<file path="src/rtl/sm_pkg.sv">
// Shared definitions for the stepper motion controller.
//   - command op codes carried on cmd_op
//   - controller state enum
//   - default start/stop period, also used as the pulse generator's NUM_PERIOD
package sm_pkg;

   // Start/stop period in clock cycles per step (25 kHz at a 50 MHz clock).
   localparam int unsigned PERIOD_START_DEF = 2000;

   localparam logic [1:0] OP_RUN   = 2'd0;  // continuous run until stop
   localparam logic [1:0] OP_RUN_N = 2'd1;  // run exactly cmd_count steps
   localparam logic [1:0] OP_RSVD  = 2'd2;  // accepted, ignored
   localparam logic [1:0] OP_AUTO  = 2'd3;  // fixed period, no ramp

   typedef enum logic [2:0] {
      StIdle,
      StAccel,
      StCruise,
      StDecel,
      StAuto,
      StDone
   } sm_state_e;

endpackage

</file>
<file path="src/rtl/sm_step_edge.sv">
// Step feedback edge detector.
// Corrects the generator pulse polarity and flags the rising edge of the
// corrected pulse for one cycle.
// Ports:
//   clk, rst      clock, synchronous active-high reset
//   step_pulse    raw generator output, synchronous to clk
//   invert_pulse  polarity bit shared with the generator
//   step_edge     one-cycle flag: corrected pulse rose this cycle
module sm_step_edge (
   input  logic clk,
   input  logic rst,
   input  logic step_pulse,
   input  logic invert_pulse,
   output logic step_edge
);

   logic s;
   logic s_q;

   assign s = step_pulse ^ invert_pulse;

   always_ff @(posedge clk) begin
      if (rst) begin
         s_q <= 1'b0;
      end else begin
         s_q <= s;
      end
   end

   assign step_edge = s & ~s_q;

endmodule

</file>
<file path="src/rtl/sm_motion_ctrl.sv">
// Trapezoidal motion-profile controller for the stepper pulse generator.
// Accepts move commands, drives the generator enable/period with an
// accelerate / cruise / decelerate ramp and counts the step pulses fed back
// from the generator so counted moves end exactly on count.
// Ports:
//   clk, rst                 clock, synchronous active-high reset
//   cmd_valid / cmd_ready    command handshake (ready only while idle)
//   cmd_op                   RUN, RUN_N, reserved, AUTO
//   cmd_period               target period (clamped on accept)
//   cmd_count                step count for RUN_N
//   stop                     level request for a controlled stop
//   invert_pulse, step_pulse generator polarity and step feedback
//   drv_en_SM, period_n      generator enable and period
//   busy, done, pulse_cnt    status: not idle, end-of-move pulse, steps emitted
module sm_motion_ctrl
   import sm_pkg::*;
#(
   parameter int unsigned SIZE         = 16,
   parameter int unsigned CNT_W        = 16,
   parameter int unsigned PERIOD_START = PERIOD_START_DEF,
   parameter int unsigned PERIOD_MIN   = 8,
   parameter int unsigned ACCEL_STEP   = 16
) (
   input  logic             clk,
   input  logic             rst,
   input  logic             cmd_valid,
   output logic             cmd_ready,
   input  logic [1:0]       cmd_op,
   input  logic [SIZE-1:0]  cmd_period,
   input  logic [CNT_W-1:0] cmd_count,
   input  logic             stop,
   input  logic             invert_pulse,
   input  logic             step_pulse,
   output logic             drv_en_SM,
   output logic [SIZE-1:0]  period_n,
   output logic             busy,
   output logic             done,
   output logic [CNT_W-1:0] pulse_cnt
);

   localparam logic [SIZE-1:0]  P_START = SIZE'(PERIOD_START);
   localparam logic [SIZE-1:0]  P_MIN   = SIZE'(PERIOD_MIN);
   localparam logic [SIZE:0]    P_STEP  = (SIZE+1)'(ACCEL_STEP);
   localparam logic [CNT_W-1:0] CNT_MAX = '1;

   function automatic logic [SIZE-1:0] clamp_period(input logic [SIZE-1:0] p);
      if (p < P_MIN) begin
         return P_MIN;
      end else if (p > P_START) begin
         return P_START;
      end
      return p;
   endfunction

   sm_state_e        state_q, state_d;
   logic [SIZE-1:0]  period_q, period_d;
   logic [SIZE-1:0]  target_q, target_d;
   logic [CNT_W-1:0] count_q, count_d;
   logic [CNT_W-1:0] ramp_q, ramp_d;
   logic [CNT_W-1:0] pulse_q, pulse_d;
   logic             run_n_q, run_n_d;
   // Set once stop is seen during a move; lets a RUN_N decel end on ramp exhaustion.
   logic             stop_seen_q, stop_seen_d;

   logic             step_edge;
   logic [SIZE-1:0]  cmd_tgt;
   logic [SIZE:0]    p_dec, p_inc;
   logic [SIZE-1:0]  acc_period, dec_period;
   logic [CNT_W-1:0] pulse_inc, ramp_inc, ramp_dec;

   sm_step_edge u_step_edge (
      .clk          (clk),
      .rst          (rst),
      .step_pulse   (step_pulse),
      .invert_pulse (invert_pulse),
      .step_edge    (step_edge)
   );

   assign cmd_tgt = clamp_period(cmd_period);

   // One extra bit so the subtraction cannot wrap before the clamp to target.
   always_comb begin
      p_dec      = {1'b0, period_q} - P_STEP;
      p_inc      = {1'b0, period_q} + P_STEP;
      acc_period = (p_dec[SIZE] || (p_dec[SIZE-1:0] < target_q)) ? target_q
                                                                  : p_dec[SIZE-1:0];
      dec_period = (p_inc > {1'b0, P_START}) ? P_START : p_inc[SIZE-1:0];
      pulse_inc  = (pulse_q == CNT_MAX) ? pulse_q : pulse_q + 1'b1;
      ramp_inc   = (ramp_q == CNT_MAX) ? ramp_q : ramp_q + 1'b1;
      ramp_dec   = (ramp_q == '0) ? ramp_q : ramp_q - 1'b1;
   end

   always_comb begin
      state_d     = state_q;
      period_d    = period_q;
      target_d    = target_q;
      count_d     = count_q;
      ramp_d      = ramp_q;
      pulse_d     = pulse_q;
      run_n_d     = run_n_q;
      stop_seen_d = stop_seen_q;

      unique case (state_q)
         StIdle: begin
            period_d = P_START;
            if (cmd_valid && cmd_ready) begin
               case (cmd_op)
                  OP_RUN, OP_RUN_N: begin
                     target_d    = cmd_tgt;
                     count_d     = cmd_count;
                     run_n_d     = (cmd_op == OP_RUN_N);
                     pulse_d     = '0;
                     ramp_d      = '0;
                     stop_seen_d = 1'b0;
                     if ((cmd_op == OP_RUN_N) && (cmd_count == '0)) begin
                        state_d = StDone;
                     end else if (cmd_tgt == P_START) begin
                        state_d = StCruise;
                     end else begin
                        state_d = StAccel;
                     end
                  end
                  OP_AUTO: begin
                     target_d    = cmd_tgt;
                     period_d    = cmd_tgt;
                     run_n_d     = 1'b0;
                     pulse_d     = '0;
                     ramp_d      = '0;
                     stop_seen_d = 1'b0;
                     state_d     = StAuto;
                  end
                  default: ;
               endcase
            end
         end

         StAccel, StCruise, StDecel: begin
            // Edge update first; stop and count transitions see the updated values.
            if (step_edge) begin
               pulse_d = pulse_inc;
               if (state_q == StAccel) begin
                  period_d = acc_period;
                  ramp_d   = ramp_inc;
                  if (acc_period == target_q) begin
                     state_d = StCruise;
                  end
               end else if (state_q == StDecel) begin
                  period_d = dec_period;
                  ramp_d   = ramp_dec;
               end
            end
            if (stop) begin
               stop_seen_d = 1'b1;
            end
            if (run_n_q && step_edge && (pulse_d == count_q)) begin
               state_d = StDone;
            end else if (state_q == StDecel) begin
               if ((!run_n_q || stop_seen_d) && (ramp_d == '0)) begin
                  state_d = StDone;
               end
            end else if (stop ||
                         (run_n_q && step_edge && ((count_q - pulse_d) <= ramp_d))) begin
               state_d = StDecel;
            end
         end

         StAuto: begin
            if (step_edge) begin
               pulse_d = pulse_inc;
            end
            if (stop) begin
               state_d = StDone;
            end
         end

         StDone: begin
            state_d  = StIdle;
            period_d = P_START;
         end

         default: begin
            state_d  = StIdle;
            period_d = P_START;
         end
      endcase
   end

   always_ff @(posedge clk) begin
      if (rst) begin
         state_q     <= StIdle;
         period_q    <= P_START;
         target_q    <= P_START;
         count_q     <= '0;
         ramp_q      <= '0;
         pulse_q     <= '0;
         run_n_q     <= 1'b0;
         stop_seen_q <= 1'b0;
      end else begin
         state_q     <= state_d;
         period_q    <= period_d;
         target_q    <= target_d;
         count_q     <= count_d;
         ramp_q      <= ramp_d;
         pulse_q     <= pulse_d;
         run_n_q     <= run_n_d;
         stop_seen_q <= stop_seen_d;
      end
   end

   always_comb begin
      cmd_ready = (state_q == StIdle);
      busy      = (state_q != StIdle);
      done      = (state_q == StDone);
      drv_en_SM = (state_q == StAccel) || (state_q == StCruise) ||
                  (state_q == StDecel) || (state_q == StAuto);
      period_n  = period_q;
      pulse_cnt = pulse_q;
   end

endmodule

</file>
<file path="config.mk">
export PLATFORM = sky130hd
export DESIGN_NAME = sm_motion_ctrl
export DESIGN_NICKNAME = d
export VERILOG_FILES = /design/src/rtl/sm_pkg.sv /design/src/rtl/sm_step_edge.sv /design/src/rtl/sm_motion_ctrl.sv
export SDC_FILE = /design/constraint.sdc
export NUM_CORES = 1
export LEC_CHECK = 0
export ABC_AREA = 1
export CELL_PAD_IN_SITES_DETAIL_PLACEMENT = 0
export CELL_PAD_IN_SITES_GLOBAL_PLACEMENT = 1
export CORE_MARGIN = 1.5
export CORE_UTILIZATION = 38
export CTS_BUF_LIST = sky130_fd_sc_hd__clkbuf_8
export DETAILED_ROUTE_END_ITERATION = 6
export PLACE_DENSITY_LB_ADDON = 0.1
export SLEW_MARGIN = 25
export SYNTH_ARGS = -nofsm -noshare
export SYNTH_HDL_FRONTEND = slang
export SYNTH_SLANG_ARGS = --single-unit
</file>
<file path="constraint.sdc">
create_clock -name clk -period 5.3 [get_ports clk]
set_input_delay 1.06 -clock clk [delete_from_list [all_inputs] [get_ports clk]]
set_output_delay 1.06 -clock clk [all_outputs]
set_load 0.005 [all_outputs]
</file>
==> results.md <==
* Status: finished clean
* Vias in the first global route at approximately 7.5k
* # diodes at 0
* DR vias/cell at 5.14
* Initial Utilization at 0.385
* Critical path fanouts, max at 5
* CTS Buf Count at 9
* Max incr delay on CP at 0.34 ns
* Global route total overflow at 0
* Setup WS pre-CTS at -0.348 ns
* Peak VDD IR at around 0.11 mV
* Clock sinks at 86
* #FFs+latches synth at 86
* CP Capture Type: flip-flop
* Slowest cell on the critical path: ha_1
* Largest delay share family, worst path: simple AND/OR/NAND/NOR gates
* Synth Cell Area at roughly 7500 µm²
* Via Count at between 8k and 9k
* Number of buffers and inverters on the critical path at 3
* # fillers at approximately 2.1k
* I/O Buffers at 75
* Detail Route Antenna Nets at 0
* HP Class: flip-flop to flip-flop
* Routed length per instance at between 15 and 20 µm
* First-pass GRT wire length at 39.5 mm
* Largest net degree at the start of global routing at 60
* Tot Pwr at around 2.4 mW
* Register area share after synthesis at 0.230
* Peak Freq at approximately 0.21 GHz
* Final WL at 24.6 mm
* Die height at 143 µm
* Post-Synthesis Cells at roughly 1.2k
* Least-Margin Pin Slew at approximately 1.0 ns
* Core Util, Final at 0.471
* Ports at 76
* Part of the cycle the worst path needs at 0.909
* Row count at 51
* Synth warnings at 0
* Clock transition at path regs at around 0.080 ns
* Crit Path Class: primary input to flip-flop
* Initial antenna violation count at 0
* CP Data Required Time at 5.55 ns
* Leakage power at around 4.1 nW
* Final Hold Violating Endpoints at 0
* Part of the power in registers at 0.305
* Mean Syn Cell Area at 6.18 µm²
* TritonCTS clock tree: yes
* Logic gate share of total power at 0.466
* Final nets at around 1.4k
* Relative slew slack at 0.301
* Clock latency reported for the late side of the worst-skew pair at roughly 0.4 ns
* # H-tree levels at 3
* GRT Util Overall at 0.246
* Clock power share at 0.229
* P_sw at 1.01 mW
* Final setup viols at 0
* Clock buffer depth at 2
* Max_cap viols at 0
* Fin crit period at 4.82 ns
* Root Buffer: clkbuf_8
* Core area at 19,400 µm²
* Internal power at about 1.4 mW
* Ratio of cells with drive above 1 in the final layout at 0.111
* Commonest non-fill, non-tap cell in the layout: nand2_1
* Post-place instance area at around 8800 µm²
* Final worst slack at 0.480 ns
* Synth-to-Final Area Change at 22.1%
* Total die area at 20,500 µm²
* Startpoint types: primary input
* Setup TNS at 0 ns
* Post-route cell area at 9130 µm²
* Switching part of the total power at 0.420
* Iteration-0 DRC Markers at 534
* DRC violations left at 0
* Distinct cell type count after synthesis at 50
* Data arrival, critical path at between 5 and 6 ns
* Cell mode on critical path: nand2_1
* Slew Limit Fails at 0
* GPL Wtd Cong at roughly 0.85
* Commonest non-fill, non-tap cells in the layout: nand2_1, inv_1, nor2_1, a21oi_1, dfxtp_1
* Die extent in x at roughly 140 µm
* DR pass1 iterations at 6
* DP HPWL at roughly 19 mm
* Worst clock skew at between 0.015 and 0.02 ns
* Pwr per Cell Area at about 260 nW/µm²
* Mapped Nets at 1,302
## layer usage
| metal | wire [µm] | track usage |
|---|---|---|
| met5 | 0 | 0 |
| met4 | 292 | 0.0580 |
| met3 | 925 | 0.0255 |
| met2 | 10500 | 0.381 |
| met1 | 12800 | 0.364 |
## cells by family after synthesis
group                    after synthesis  share of synthesized area
AND/OR/NAND/NOR                      640                      0.382
AO/OA/AOI/OAI                        210                      0.157
buffers and inverters                179                     0.0931
flip-flops                            86                      0.230
adder cells (fa/ha/maj)               53                     0.0897
XOR/XNOR                              41                     0.0480
## power groups by stage
stage,Clock (mW),Sequential [mW],Combinational [mW]
6_report,0.554,0.736,1.13
5_1_grt,0.591,0.742,1.28
3_3_place_gp,0,0.750,1.10
4_1_cts,0.565,0.735,1.11
2_1_floorplan,0,0.725,0.741
3_5_place_dp,0,0.749,1.11
## worst min-delay path: stages, from the launching register on
cell,delay (ns)
dfxtp_1,0.32
nand2_1,0.06
a21oi_1,0.05
## flip-flops by register name, summed over array words and instances, names as in the netlist
name,flops
period_n,16
stop_seen_q,1
pulse_cnt,16
run_n_q,1
target_q,16
state_q,3
count_q,16
u_step_edge.s_q,1
ramp_q,16
## synthesized netlist by cell type, drive strengths merged
cell type  count  area [µm²]
a31oi          3        18.8
and2           1        6.26
o22ai          3        18.8
buf           16        81.3
nor3          26         151
nor2         134         543
o21a           3        22.5
and3           2        12.5
nand3b         5        37.5
a21oi        102         510
o31ai          1        7.51
nand3         84         430
o21ai         63         315
a31o           1        8.76
ha            52         651
xnor2         13         114
nor4           9        56.3
o41ai          1        8.76
or2           13        81.3
nand2        316        1210
or4            1        7.51
a311oi         1        8.76
nand4         49         322
o2111ai        3        26.3
xor2          28         245
dfxtp         86        1720
a2bb2oi        4        35.0
inv          139         522
clkinv         2        7.51
o21bai         1        7.51
a21o           3        22.5
o211ai        15         113
o221ai         2        17.5
clkbuf        22        85.1
a22oi          1        7.51
fa             1        20.0
a21boi         3        26.3
## metrics by stage
step           std cells  hold slack, ns
2_1_floorplan       1209           0.435
3_3_place_gp        1560           0.455
3_5_place_dp        1560           0.456
4_1_cts             1576           0.469
5_1_grt             1576           0.497
6_report            1576           0.466
## final cells by class
class / instances / area (µm²) / share of cell area
clock buffer: 10 / 138 / 0.0151
clock inverter: 6 / 85.1 / 0.00932
inverter: 141 / 529 / 0.0580
multi-input combinational: 944 / 5210 / 0.570
sequential: 86 / 1720 / 0.189
tap: 265 / 332 / 0.0363
timing repair buffer: 124 / 1120 / 0.122
## path summary, 6_finish.rpt
check,slack [ns],cells after the start,from,endpoint
min reg2reg,0.47,2,run_n_q,run_n_q
min,0.47,2,run_n_q,run_n_q
max,0.48,32,invert_pulse,state_q[0]
max reg2reg,0.51,35,pulse_cnt[0],state_q[0]
## what timing repair did
action                     4_1_cts  5_1_grt
hold buffers                     0        0
buffers inserted                 0        1
setup endpoints to repair        0        2
gates resized for setup          0       49
No activity file was read; power rests on OpenSTA's default activity.
==> RTL change (config.mk and constraints unchanged) <==
`SIZE`: 16 -> 8.
--- a/src/rtl/sm_motion_ctrl.sv
+++ b/src/rtl/sm_motion_ctrl.sv
@@ -17,3 +17,3 @@
 #(
-   parameter int unsigned SIZE         = 16,
+   parameter int unsigned SIZE         = 8,
    parameter int unsigned CNT_W        = 16,
Interface: changed (resized cmd_period and period_n); port bits go from 76 to 60. No check against the original RTL was run, so the function may have changed too.
==> RTL change against the original RTL <==
Sequential cell count down 16. Clock power down 26%. Synthesized area down 20%. Final area down 17%. Wire length down 21%. Worst setup slack better by 83 ps. Core utilization up 2.5 points. Synthesized cell count down 18%. Power down 8.6%. Largest power group unchanged.
==> RTL change: results (changes against the original RTL) <==
Synthesis
  • Synth top area cells: dfxtp_1 23%, nand2_1 17%, ha_1 9.2% (was dfxtp_1 23%, nand2_1 15%, ha_1 8.7%)
  • Syn Inst Count: 990 (was 1209)
  • Post-synth net total: 1067 (was 1302)
  • Yosys warning total: 0 (unchanged)
  • Synth top cells by count: 265 x nand2_1, 119 x nor2_1, 111 x inv_1 (was 308 x nand2_1, 134 x inv_1, 122 x nor2_1)
  • Post-synth cell types: 41 (was 50)
  • Post-synthesis sequential area ratio: 23.4% (was 23.0%)

Cells and area
  • Ratio of cells with drive above 1 in the final layout: 13.3% (was 11.1%)
  • FILL cells: 1673 (was 2145)
  • Layout Nets: 1171 (was 1399)

Drt
  • TritonRoute pass-1 iters: 5 (was 6)
  • Vias per cell: 4.97 (was 5.14)
  • Routed via count: 6513 (was 8101)
  • DR iter-0 viols: 517 (was 534)
  • Post-Route WL: 19500 um (was 24600 um)

Critical path
  • CP max stage delay: 290 ps (was 340 ps)
  • Crit path max fanout: 4 (was 5)
  • Register-to-Register Path Depth: 36 (was 35)
  • Worst path top cell family by delay: simple AND/OR/NAND/NOR gates (unchanged)
  • Slowest-stage cell, CP: a211o_1 (was ha_1)
  • Worst path arrival time: 4980 ps (was 5070 ps)

CTS
  • Worst-Skew Late Latency: 380 ps
  • Total CTS buffers: 9 (unchanged)
  • Reg clk slew, reported paths: 80 ps (about the same)
  • CTS Buffer Depth: 2 (unchanged)

Worst hold path
  • Hold Crit Class: reg2reg (unchanged)

Global routing
  • Global Route Usage Sum: 24.3% (was 24.6%)
  • Largest net degree at the start of global routing: 54 (was 60)
  • First-pass GRT wire length: 31200 um (was 39500 um)
  • Initial antenna violation count: 0 (unchanged)
  • Vias in the first global route: 6048 (was 7496)

Placed design
  • Port buffer count: 59 (was 75)
  • Dpl cell area: 7150 sq um (was 8760 sq um)
  • Detail Placement HPWL: 15000 um (was 18900 um)
  • Gpl congestion: 0.907 (was 0.850)

Timing
  • Worst-Margin Slew: 864 ps (was 1040 ps)
  • Clock Skew: 4.49 ps (was 18.8 ps)

Pwr
  • Int Pwr: 1.22 mW (was 1.40 mW)
  • VDD IR max: 141 uV (was 114 uV)
  • Leakage power: 3.38 nW (was 4.08 nW)

Run status
  • Status: completed (unchanged)
## RTL change: power by group through the flow
stage               combinational (mW)  sequential, mW  clock (mW)
CTS                               1.12           0.610       0.429
global placement                  1.11           0.622           0
floorplan                        0.732           0.611           0
finish                            1.19           0.612       0.409
global route                      1.35           0.618       0.446
detailed placement                1.11           0.623           0
## RTL change: per-stage QoR
| step | hold slack, ps | utilization [%] | setup TNS (ps) | power, mW | setup WS, ps |
|---|---|---|---|---|---|
| 2_1_floorplan | 435 | - | 0 | 1.34 | 266 |
| 5_1_grt | 489 | 49.5 | -13.1 | 2.41 | -13.1 |
| 3_5_place_dp | 462 | 46.7 | -902 | 1.73 | -525 |
| 3_3_place_gp | 455 | 46.7 | -743 | 1.74 | -414 |
| 4_1_cts | 475 | 47.9 | 0 | 2.16 | 44.2 |
| 6_report | 477 | 49.5 | 0 | 2.21 | 563 |
## RTL change: final cells by class
class / instances / area, sq um / area share (%)
repair buffers: 117 / 1030 / 13.6
well taps: 211 / 264 / 3.48
clock buffers: 9 / 124 / 1.63
clock inverters: 7 / 50.0 / 0.660
multi-input cells: 778 / 4270 / 56.3
flip-flops and latches: 70 / 1400 / 18.5
inverters: 118 / 443 / 5.84
## RTL change: what timing repair did
action | 4_1_cts | 5_1_grt
pin swaps | 0 | 17
endpoints found under the hold margin | 0 | 0
buffers inserted | 0 | 5
gates resized for setup | 3 | 49
endpoints found under the setup margin | 1 | 2
## RTL change: worst reg2reg max path, delay by kind of cell, from the launching register on
family                   cells  cell delay, ps
AND/OR/NAND/NOR             21            1870
AO/OA/AOI/OAI                8            1130
adder cells (fa/ha/maj)      3             760
flip-flops                   1             350
XOR/XNOR                     2             290
buffers and inverters        2             170
## RTL change: worst paths after layout
path / startpoint / endpoint / slack [ps]
max reg2reg: pulse_cnt[1] / state_q[0] / 570
min reg2reg: count_q[14] / count_q[14] / 480
max: step_pulse / state_q[0] / 560
min: count_q[14] / count_q[14] / 480
## RTL change: routing by layer
layer / global-route usage (%) / vias up / share of wire (%)
met5: 0 / - / 0
met4: 5.02 / 0 / 1.0
met3: 4.24 / 17 / 5.5
met2: 37.6 / 173 / 44
met1: 35.4 / 2890 / 50
li1: - / 3433 / -
## RTL change: cell families after synthesis
group / Yosys count / synth area share [%]
AO/OA/AOI/OAI: 170 / 15.2
XOR/XNOR: 36 / 5.26
adder cells (fa/ha/maj): 45 / 9.51
buffers and inverters: 142 / 9.01
flip-flops: 70 / 23.4
AND/OR/NAND/NOR: 527 / 37.7
